### src/rtl/instr_fetch_unit_pkg.sv
// Shared definitions for the fetch sequencer and the control decoder:
// opcode field width, opcode values, fetch FSM encoding and PC step.
package instr_fetch_unit_pkg;

    localparam int OPCODE_W = 6;
    localparam int PC_STEP  = 4;

    localparam logic [OPCODE_W-1:0] OP_J    = 6'b010101;
    localparam logic [OPCODE_W-1:0] OP_JR   = 6'b010110;
    localparam logic [OPCODE_W-1:0] OP_JAL  = 6'b010111;
    localparam logic [OPCODE_W-1:0] OP_BEQ  = 6'b001010;
    localparam logic [OPCODE_W-1:0] OP_BNEQ = 6'b001011;
    localparam logic [OPCODE_W-1:0] OP_BGEZ = 6'b001100;

    typedef enum logic [1:0] {
        S_IDLE  = 2'd0,
        S_REQ   = 2'd1,
        S_VALID = 2'd2
    } fetch_state_t;

    // True for opcodes that may redirect the PC once resolved downstream.
    function automatic logic is_flow_op(input logic [OPCODE_W-1:0] op);
        return (op == OP_J) || (op == OP_JR) || (op == OP_JAL) ||
               (op == OP_BEQ) || (op == OP_BNEQ) || (op == OP_BGEZ);
    endfunction

endpackage

### src/rtl/instr_fetch_unit_if.sv
// Bundle of the instruction-memory req/ack bus and the decode valid/ready bus.
// master = fetch unit side, slave = memory/decode side.
interface instr_fetch_unit_if #(
    parameter int ADDR_W = 32,
    parameter int DATA_W = 32
);
    import instr_fetch_unit_pkg::*;

    logic                imem_req;
    logic [ADDR_W-1:0]   imem_addr;
    logic                imem_ack;
    logic [DATA_W-1:0]   imem_rdata;

    logic                instr_valid;
    logic                instr_ready;
    logic [DATA_W-1:0]   instr;
    logic [OPCODE_W-1:0] opcode;
    logic [ADDR_W-1:0]   pc_out;
    logic [ADDR_W-1:0]   pc_plus4;

    logic                jump;
    logic [ADDR_W-1:0]   jump_target;
    logic                branch_taken;
    logic [ADDR_W-1:0]   branch_target;

    logic [31:0]         retired_cnt;

    modport master (
        output imem_req, imem_addr,
        input  imem_ack, imem_rdata,
        output instr_valid, instr, opcode, pc_out, pc_plus4, retired_cnt,
        input  instr_ready, jump, jump_target, branch_taken, branch_target
    );

    modport slave (
        input  imem_req, imem_addr,
        output imem_ack, imem_rdata,
        input  instr_valid, instr, opcode, pc_out, pc_plus4, retired_cnt,
        output instr_ready, jump, jump_target, branch_taken, branch_target
    );

endinterface

### src/rtl/instr_fetch_unit_pc_next_sel.sv
// Next-PC selection: jump beats branch beats sequential step.
// Pure combinational; all arithmetic wraps modulo 2^ADDR_W.
module instr_fetch_unit_pc_next_sel
    import instr_fetch_unit_pkg::*;
#(
    parameter int ADDR_W = 32
) (
    input  logic [ADDR_W-1:0] i_pc,
    input  logic              i_jump,
    input  logic [ADDR_W-1:0] i_jump_target,
    input  logic              i_branch_taken,
    input  logic [ADDR_W-1:0] i_branch_target,
    output logic [ADDR_W-1:0] o_pc_plus4,
    output logic [ADDR_W-1:0] o_next_pc
);

    logic [ADDR_W-1:0] w_pc_plus4;

    assign w_pc_plus4 = i_pc + ADDR_W'(PC_STEP);
    assign o_pc_plus4 = w_pc_plus4;

    always_comb begin
        o_next_pc = w_pc_plus4;
        if (i_jump) begin
            o_next_pc = i_jump_target;
        end else if (i_branch_taken) begin
            o_next_pc = i_branch_target;
        end
    end

endmodule

### src/rtl/instr_fetch_unit.sv
// Instruction fetch sequencer: holds the PC, fetches one word at a time over
// req/ack and hands it to decode over valid/ready, then advances or redirects.
module instr_fetch_unit
    import instr_fetch_unit_pkg::*;
#(
    parameter int              ADDR_W   = 32,
    parameter int              DATA_W   = 32,
    parameter logic [ADDR_W-1:0] RESET_PC = '0
) (
    input  logic                clk,
    input  logic                rst,
    instr_fetch_unit_if.master  bus
);

    fetch_state_t      r_state;
    logic [ADDR_W-1:0] r_pc;
    logic              r_req;
    logic              r_valid;
    logic [DATA_W-1:0] r_instr;
    logic [31:0]       r_retired_cnt;

    logic [ADDR_W-1:0] w_next_pc;
    logic [ADDR_W-1:0] w_pc_plus4;

    instr_fetch_unit_pc_next_sel #(
        .ADDR_W (ADDR_W)
    ) u_pc_next_sel (
        .i_pc            (r_pc),
        .i_jump          (bus.jump),
        .i_jump_target   (bus.jump_target),
        .i_branch_taken  (bus.branch_taken),
        .i_branch_target (bus.branch_target),
        .o_pc_plus4      (w_pc_plus4),
        .o_next_pc       (w_next_pc)
    );

    // r_pc doubles as the request address and the presented-instruction PC,
    // since the PC only moves on accept.
    always_ff @(posedge clk or posedge rst) begin
        if (rst) begin
            r_state       <= S_IDLE;
            r_pc          <= RESET_PC;
            r_req         <= 1'b0;
            r_valid       <= 1'b0;
            r_instr       <= '0;
            r_retired_cnt <= '0;
        end else begin
            case (r_state)
                S_IDLE: begin
                    r_req   <= 1'b1;
                    r_state <= S_REQ;
                end
                S_REQ: begin
                    if (bus.imem_ack) begin
                        r_instr <= bus.imem_rdata;
                        r_req   <= 1'b0;
                        r_valid <= 1'b1;
                        r_state <= S_VALID;
                    end
                end
                S_VALID: begin
                    if (bus.instr_ready) begin
                        r_valid       <= 1'b0;
                        r_req         <= 1'b1;
                        r_pc          <= w_next_pc;
                        r_retired_cnt <= r_retired_cnt + 32'd1;
                        r_state       <= S_REQ;
                    end
                end
                default: begin
                    r_req   <= 1'b0;
                    r_valid <= 1'b0;
                    r_state <= S_IDLE;
                end
            endcase
        end
    end

    assign bus.imem_req    = r_req;
    assign bus.imem_addr   = r_pc;
    assign bus.instr_valid = r_valid;
    assign bus.instr       = r_instr;
    assign bus.opcode      = r_instr[DATA_W-1 -: OPCODE_W];
    assign bus.pc_out      = r_pc;
    assign bus.pc_plus4    = w_pc_plus4;
    assign bus.retired_cnt = r_retired_cnt;

endmodule

### src/flat_wrapper.sv
// flat-port wrapper written by rule: the top's interface ports become plain ports
module instr_fetch_unit_flat import instr_fetch_unit_pkg::*;
#(
    parameter int              ADDR_W   = 32,
    parameter int              DATA_W   = 32,
    parameter logic [ADDR_W-1:0] RESET_PC = '0
)
  (clk, rst, bus_imem_req, bus_imem_addr, bus_imem_ack, bus_imem_rdata, bus_instr_valid, bus_instr, bus_opcode, bus_pc_out, bus_pc_plus4, bus_retired_cnt, bus_instr_ready, bus_jump, bus_jump_target, bus_branch_taken, bus_branch_target);
  instr_fetch_unit_if #(.ADDR_W(ADDR_W), .DATA_W(DATA_W)) bus_i ();
  input  logic clk;
  input  logic rst;
  output wire logic [$bits(bus_i.imem_req)-1:0] bus_imem_req;
  output wire logic [$bits(bus_i.imem_addr)-1:0] bus_imem_addr;
  input wire logic [$bits(bus_i.imem_ack)-1:0] bus_imem_ack;
  input wire logic [$bits(bus_i.imem_rdata)-1:0] bus_imem_rdata;
  output wire logic [$bits(bus_i.instr_valid)-1:0] bus_instr_valid;
  output wire logic [$bits(bus_i.instr)-1:0] bus_instr;
  output wire logic [$bits(bus_i.opcode)-1:0] bus_opcode;
  output wire logic [$bits(bus_i.pc_out)-1:0] bus_pc_out;
  output wire logic [$bits(bus_i.pc_plus4)-1:0] bus_pc_plus4;
  output wire logic [$bits(bus_i.retired_cnt)-1:0] bus_retired_cnt;
  input wire logic [$bits(bus_i.instr_ready)-1:0] bus_instr_ready;
  input wire logic [$bits(bus_i.jump)-1:0] bus_jump;
  input wire logic [$bits(bus_i.jump_target)-1:0] bus_jump_target;
  input wire logic [$bits(bus_i.branch_taken)-1:0] bus_branch_taken;
  input wire logic [$bits(bus_i.branch_target)-1:0] bus_branch_target;
  assign bus_imem_req = bus_i.imem_req;
  assign bus_imem_addr = bus_i.imem_addr;
  assign bus_i.imem_ack = bus_imem_ack;
  assign bus_i.imem_rdata = bus_imem_rdata;
  assign bus_instr_valid = bus_i.instr_valid;
  assign bus_instr = bus_i.instr;
  assign bus_opcode = bus_i.opcode;
  assign bus_pc_out = bus_i.pc_out;
  assign bus_pc_plus4 = bus_i.pc_plus4;
  assign bus_retired_cnt = bus_i.retired_cnt;
  assign bus_i.instr_ready = bus_instr_ready;
  assign bus_i.jump = bus_jump;
  assign bus_i.jump_target = bus_jump_target;
  assign bus_i.branch_taken = bus_branch_taken;
  assign bus_i.branch_target = bus_branch_target;
  instr_fetch_unit #(.ADDR_W(ADDR_W), .DATA_W(DATA_W), .RESET_PC(RESET_PC)) u_core (.clk(clk), .rst(rst), .bus(bus_i));
endmodule
### config.mk
export PLATFORM = sky130hd
export DESIGN_NAME = instr_fetch_unit_flat
export DESIGN_NICKNAME = d
export VERILOG_FILES = /design/src/rtl/instr_fetch_unit_pkg.sv /design/src/rtl/instr_fetch_unit_if.sv /design/src/rtl/instr_fetch_unit_pc_next_sel.sv /design/src/rtl/instr_fetch_unit.sv /design/src/flat_wrapper.sv
export SDC_FILE = /design/constraint.sdc
export NUM_CORES = 1
export LEC_CHECK = 0
export CORE_MARGIN = 4
export CORE_UTILIZATION = 40
export CTS_BUF_LIST = sky130_fd_sc_hd__clkbuf_4 sky130_fd_sc_hd__clkbuf_8
export CTS_CLUSTER_DIAMETER = 30
export DETAILED_ROUTE_END_ITERATION = 8
export HOLD_SLACK_MARGIN = 0.1
export PLACE_DENSITY = 0.9
export RECOVER_POWER = 50
export SETUP_SLACK_MARGIN = 0.5
export SLEW_MARGIN = 20
export SYNTH_ARGS = -nofsm -noshare
export SYNTH_HDL_FRONTEND = slang
export SYNTH_SLANG_ARGS = --single-unit
export TNS_END_PERCENT = 20
### constraint.sdc
create_clock -name clk -period 7.1 [get_ports clk]
set_input_delay 1.42 -clock clk [delete_from_list [all_inputs] [get_ports clk]]
set_output_delay 1.42 -clock clk [all_outputs]
set_load 0.05 [all_outputs]
# Word level (Yosys, flattened, before mapping)
# Cells that the tools add are included.
[classes]
mul = 0
n_lt_le_gt_ge = 0
n_eq_ne = 4
n_addsub = 2
bitwise_logic = 1
n_div = 0
reduce_logical = 5
n_shift = 0
muxes = 11
[ops]
columns = ["op", "count"]
rows = [
  ["two-way mux 32 bit", 2],
  ["adder 32 x 1 -> 32 bit (second input constant)", 1],
  ["adder 32 x 3 -> 32 bit (second input constant)", 1],
  ["one-hot mux 1 bit (3 select lines)", 2],
  ["one-hot mux 2 bit (3 select lines)", 1],
  ["AND reduction 2 bit", 3],
  ["two-way mux 1 bit", 4],
  ["two-way mux 2 bit", 2],
  ["!= test 2 bit (second input constant)", 2],
  ["AND reduction 3 bit", 1],
  ["== test 2 x 1 -> 1 bit (second input constant)", 1],
  ["== test 2 bit (second input constant)", 1],
  ["zero test 2 bit", 1],
  ["inverter 1 bit", 1],
]
[totals]
register_bits = 100
ram_bits = 0
mem_count = 0
wordCells = 29
inputBits = 102
rom_bits = 0
latchBits = 0

# Longest topological paths before layout
[depth]
depth_word = 3
depth_mapped = 7
ltp_nobuf = 5

# Cells and area by module
# Synthesis repeated with hierarchy kept, for this count alone.
[unflattened]
hier_cells = 528
area_unflattened_um2 = 5710.5
[by_module_without_submodules]
columns = ["mod", "cells_per_inst", "seq_area_each_um2", "area_each_um2", "n_inst"]
rows = [
  ["instr_fetch_unit", 313, 2477.4, 4279.1, 1],
  ["instr_fetch_unit_pc_next_sel", 215, 0.0, 1431.4, 1],
]

# Least setup slack after synthesis
# OpenSTA, ideal clock, no wires.
[synth_path]
kind = "reg2out"
from = "register u_core.r_pc[2] (netlist: u_core.bus.imem_addr[2])"
to = "output bus_pc_plus4[26]"
t_arrival_ns = 2.707
path_buffers = 0
stages_incl_launch_ff = 6
setup_slack_ns = 2.973
required_time_ns = 5.680
cell_sequence = "dfrtp_1 -> ha_1 -> nand3_2 -> nor4_4 -> and3b_1 -> xor2_1"
[synth_via]
elab_chain_cells = 1
[synth_rtl]
columns = ["element", "line_no", "rtl"]
rows = [
  ["from (decl)", "instr_fetch_unit.sv:16", "logic [ADDR_W-1:0] r_pc;"],
  ["from (signal assigned)", "instr_fetch_unit.sv:65", "r_pc <= w_next_pc;"],
  ["adder 32 x 3 -> 32 bit", "instr_fetch_unit_pc_next_sel.sv:19", "assign w_pc_plus4 = i_pc + ADDR_W'(PC_STEP);"],
  ["to (decl)", "flat_wrapper.sv:20", "output wire logic [$bits(bus_i.pc_plus4)-1:0] bus_pc_plus4;"],
]
# No other way between the ends.

# Final worst setup path
# Ends and elaborated chain as after synthesis.

==> impl_metrics.json <==
{
  "final_hold_viol_count": 0,
  "ys_types": 56,
  "synth-edff-count": 0,
  "overflow": 0,
  "detail_route.iter0.violations": 469,
  "status": "complete, but fails checks",
  "tritoncts": "done",
  "postCtsHoldBufs": 0,
  "synth_area_um2": 5930,
  "worst_ep_required_time_ps": 5680,
  "hp-class": "flip-flop to flip-flop",
  "rsz0062_at_grt": "no",
  "power.total_mw": 4.22,
  "crit_slowest_cell": "clkdlybuf4s50_1",
  "initial_core_util_pct": 40.8,
  "dp_hpwl_um": 14800,
  "cts_sinks": 99,
  "r2r_slack_ps": 3500,
  "yosys_most_used_dff": "dfrtp_1",
  "row_count": 44,
  "yosys.area.top_type": "dfrtp_1",
  "insertion_delay_ps": 370,
  "antenna_found_initial": 2,
  "violations": "capacitance limit, slew limit",
  "cpPeakStageDelay_ps": 820,
  "clk_path_buf_depth": 2,
  "die_area_um2": 16800,
  "fmax_mhz": 210,
  "ys_async_sr_fraction_pct": 100,
  "clock_skew_ps": 13.7,
  "io_buffers": 269,
  "cts-root-buf": "clkbuf_8",
  "synth_common_cells": "dfrtp_1 (99), nand2_1 (44), buf_4 (42), xnor2_1 (37), o21ai_0 (33)",
  "yosysMostFrequentCell": "dfrtp_1",
  "htreeDepth": 3,
  "via_per_inst": 5.60,
  "cp-start-kind": "flip-flop",
  "tns_ps": 0,
  "worstPathCellList": "ha_1 > nand3_2 > nor4_4 > and3b_1 > xor2_1 > clkdlybuf4s50_1",
  "dr.pass1.iters": 5,
  "maxSlewHeadroom_pct": -71.7,
  "ys.warnings.count": 0,
  "dpl-instance-area_um2": 8430,
  "grt.total_usage_pct": 22.4,
  "tightestPinTransition_ps": 2580,
  "synthTopCellsByArea": "dfrtp_1 (42%), mux2_2 (6.1%), xnor2_1 (5.5%), buf_4 (5.3%), xor2_1 (3.0%)",
  "grt_pass1_vias": 5269,
  "drv_cap": 5,
  "grt_pass1_wl_um": 29500,
  "gp_congestion": 0.835,
  "ys_ff_latch": 99,
  "synth_top_area_share_pct": 41.8,
  "crit_type": "flip-flop to output port",
  "syn_to_final_growth_pct": 45.1,
  "cp_max_fo": 10,
  "setup_viol": 0,
  "drc": 0,
  "cts_buffers": 9,
  "core_area_um2": 14500,
  "syn_area_per_cell_um2": 9.74,
  "postLayoutCellArea_um2": 8600,
  "syn_inst": 609,
  "cts_resized": 0,
  "die_h_um": 130,
  "io_pins": 270,
  "ir_worst_vdd_uv": 349,
  "grt_max_degree": 67,
  "slew_viol_final": 227,
  "wl_um": 20000,
  "leakagePower_nw": 3.43,
  "nets": 918,
  "cts_setup_buffers": 0,
  "min_period_over_period_pct": 67.1,
  "syn_nets": 713,
  "drive_gt1_share_pct": 8.67,
  "fillers": 1268,
  "yosysSeqAreaShare_pct": 41.8,
  "p_per_area_nw_per_um2": 491,
  "finalCriticalPeriod_ps": 4770,
  "vias": 5637,
  "die_x_um": 130,
  "clk_pin_slew_ps": 100,
  "ant_nets": 0,
  "worstPathArrival_ps": 3350,
  "worst_setup_path_end_kind": "output port",
  "wl_per_cell_um": 19.8
}
worst paths after layout:
kind,startpoint,endpoint,cells past startpoint
max in group asynchronous,rst,u_core.bus.imem_addr[11],3
setup / recovery,u_core.bus.imem_addr[2],bus_pc_plus4[26],6
min in group asynchronous,rst,u_core.bus.retired_cnt[15],2
hold / removal,u_core.bus.retired_cnt[31],u_core.bus.retired_cnt[31],1
hold reg to reg,u_core.bus.retired_cnt[31],u_core.bus.retired_cnt[31],1
setup reg to reg,u_core.r_state[0],u_core.bus.retired_cnt[6],5
layer usage:
metal	GRT usage, %	vias up	part of all wire (%)
li1	-	2589	-
met1	27.9	2752	40
met2	37.4	268	49
met3	6.34	26	8.8
met4	7.76	2	1.7
met5	0	-	0.065
area by class of cell:
type | count | area (µm²) | share of cell area (%)
Tap cell | 184 | 230 | 2.68
Sequential cell | 99 | 2480 | 28.8
Multi-Input combinational cell | 419 | 2930 | 34.1
Inverter | 9 | 35.0 | 0.407
Clock inverter | 5 | 45.0 | 0.523
Antenna cell | 3 | 7.51 | 0.0872
Timing Repair Buffer | 276 | 2730 | 31.7
Clock buffer | 11 | 145 | 1.69
worst max-delay path: cells and delay by family (launching register included):
kind,cells,cell delay (ps)
and+or+nand+nor,3,1200
buffers and inverters,1,820
DFF,1,490
adders and majority gates,1,290
xor gates and xnor gates,1,160
kinds of logic after synthesis:
| kind of cell | share of synthesized area (%) |
|---|---|
| AOI/OAI and AO/OA | 12.2 |
| xor gates and xnor gates | 8.42 |
| adders and majority gates | 0.422 |
| buffers and inverters | 8.71 |
| DFF | 41.8 |
| muxes | 7.09 |
| and+or+nand+nor | 21.4 |
power by group:
group	total [mW]	switching, mW	internal, mW
sequential	1.05	0.292	0.756
combinational	2.81	1.88	0.925
clock	0.367	0.220	0.147
layout by cell type (no fill, tap or decap), drive strengths merged, types with 4 or more instances in the layout:
cell type / count
o211ai: 5
o22ai: 4
nand4: 24
nor4: 11
dfrtp: 99
o21ai: 33
mux2i: 6
and4: 10
dlygate4sd3: 34
nor3b: 4
inv: 11
a21oi: 14
mux2: 32
clkbuf: 15
nand2: 46
xor2: 20
a22oi: 11
and3: 19
nand3: 31
a22o: 12
o2bb2ai: 4
clkdlybuf4s50: 235
a31oi: 4
nor2: 14
and2: 6
xnor2: 37
a311o: 7
nor3: 33
sequential cells by signal, indices dropped and copies added (netlist names):
register	cells
u_core.bus.retired_cnt	32
u_core.bus.imem_addr	32
u_core.bus.instr	32
u_core.r_state	2
u_core.bus.instr_valid	1
per-stage QoR:
step | utilization [%] | hold slack, ps | setup slack (ps) | std cells
4_1_cts | 59.3 | 482 | 2340 | 1003
6_report | 59.2 | 472 | 2330 | 1006
2_1_floorplan | - | 502 | 2970 | 609
3_3_place_gp | 58.0 | 462 | 2860 | 987
5_1_grt | 59.2 | 487 | 1910 | 1004
3_5_place_dp | 58.0 | 465 | 2780 | 987
(Power assumes the default switching activity.)
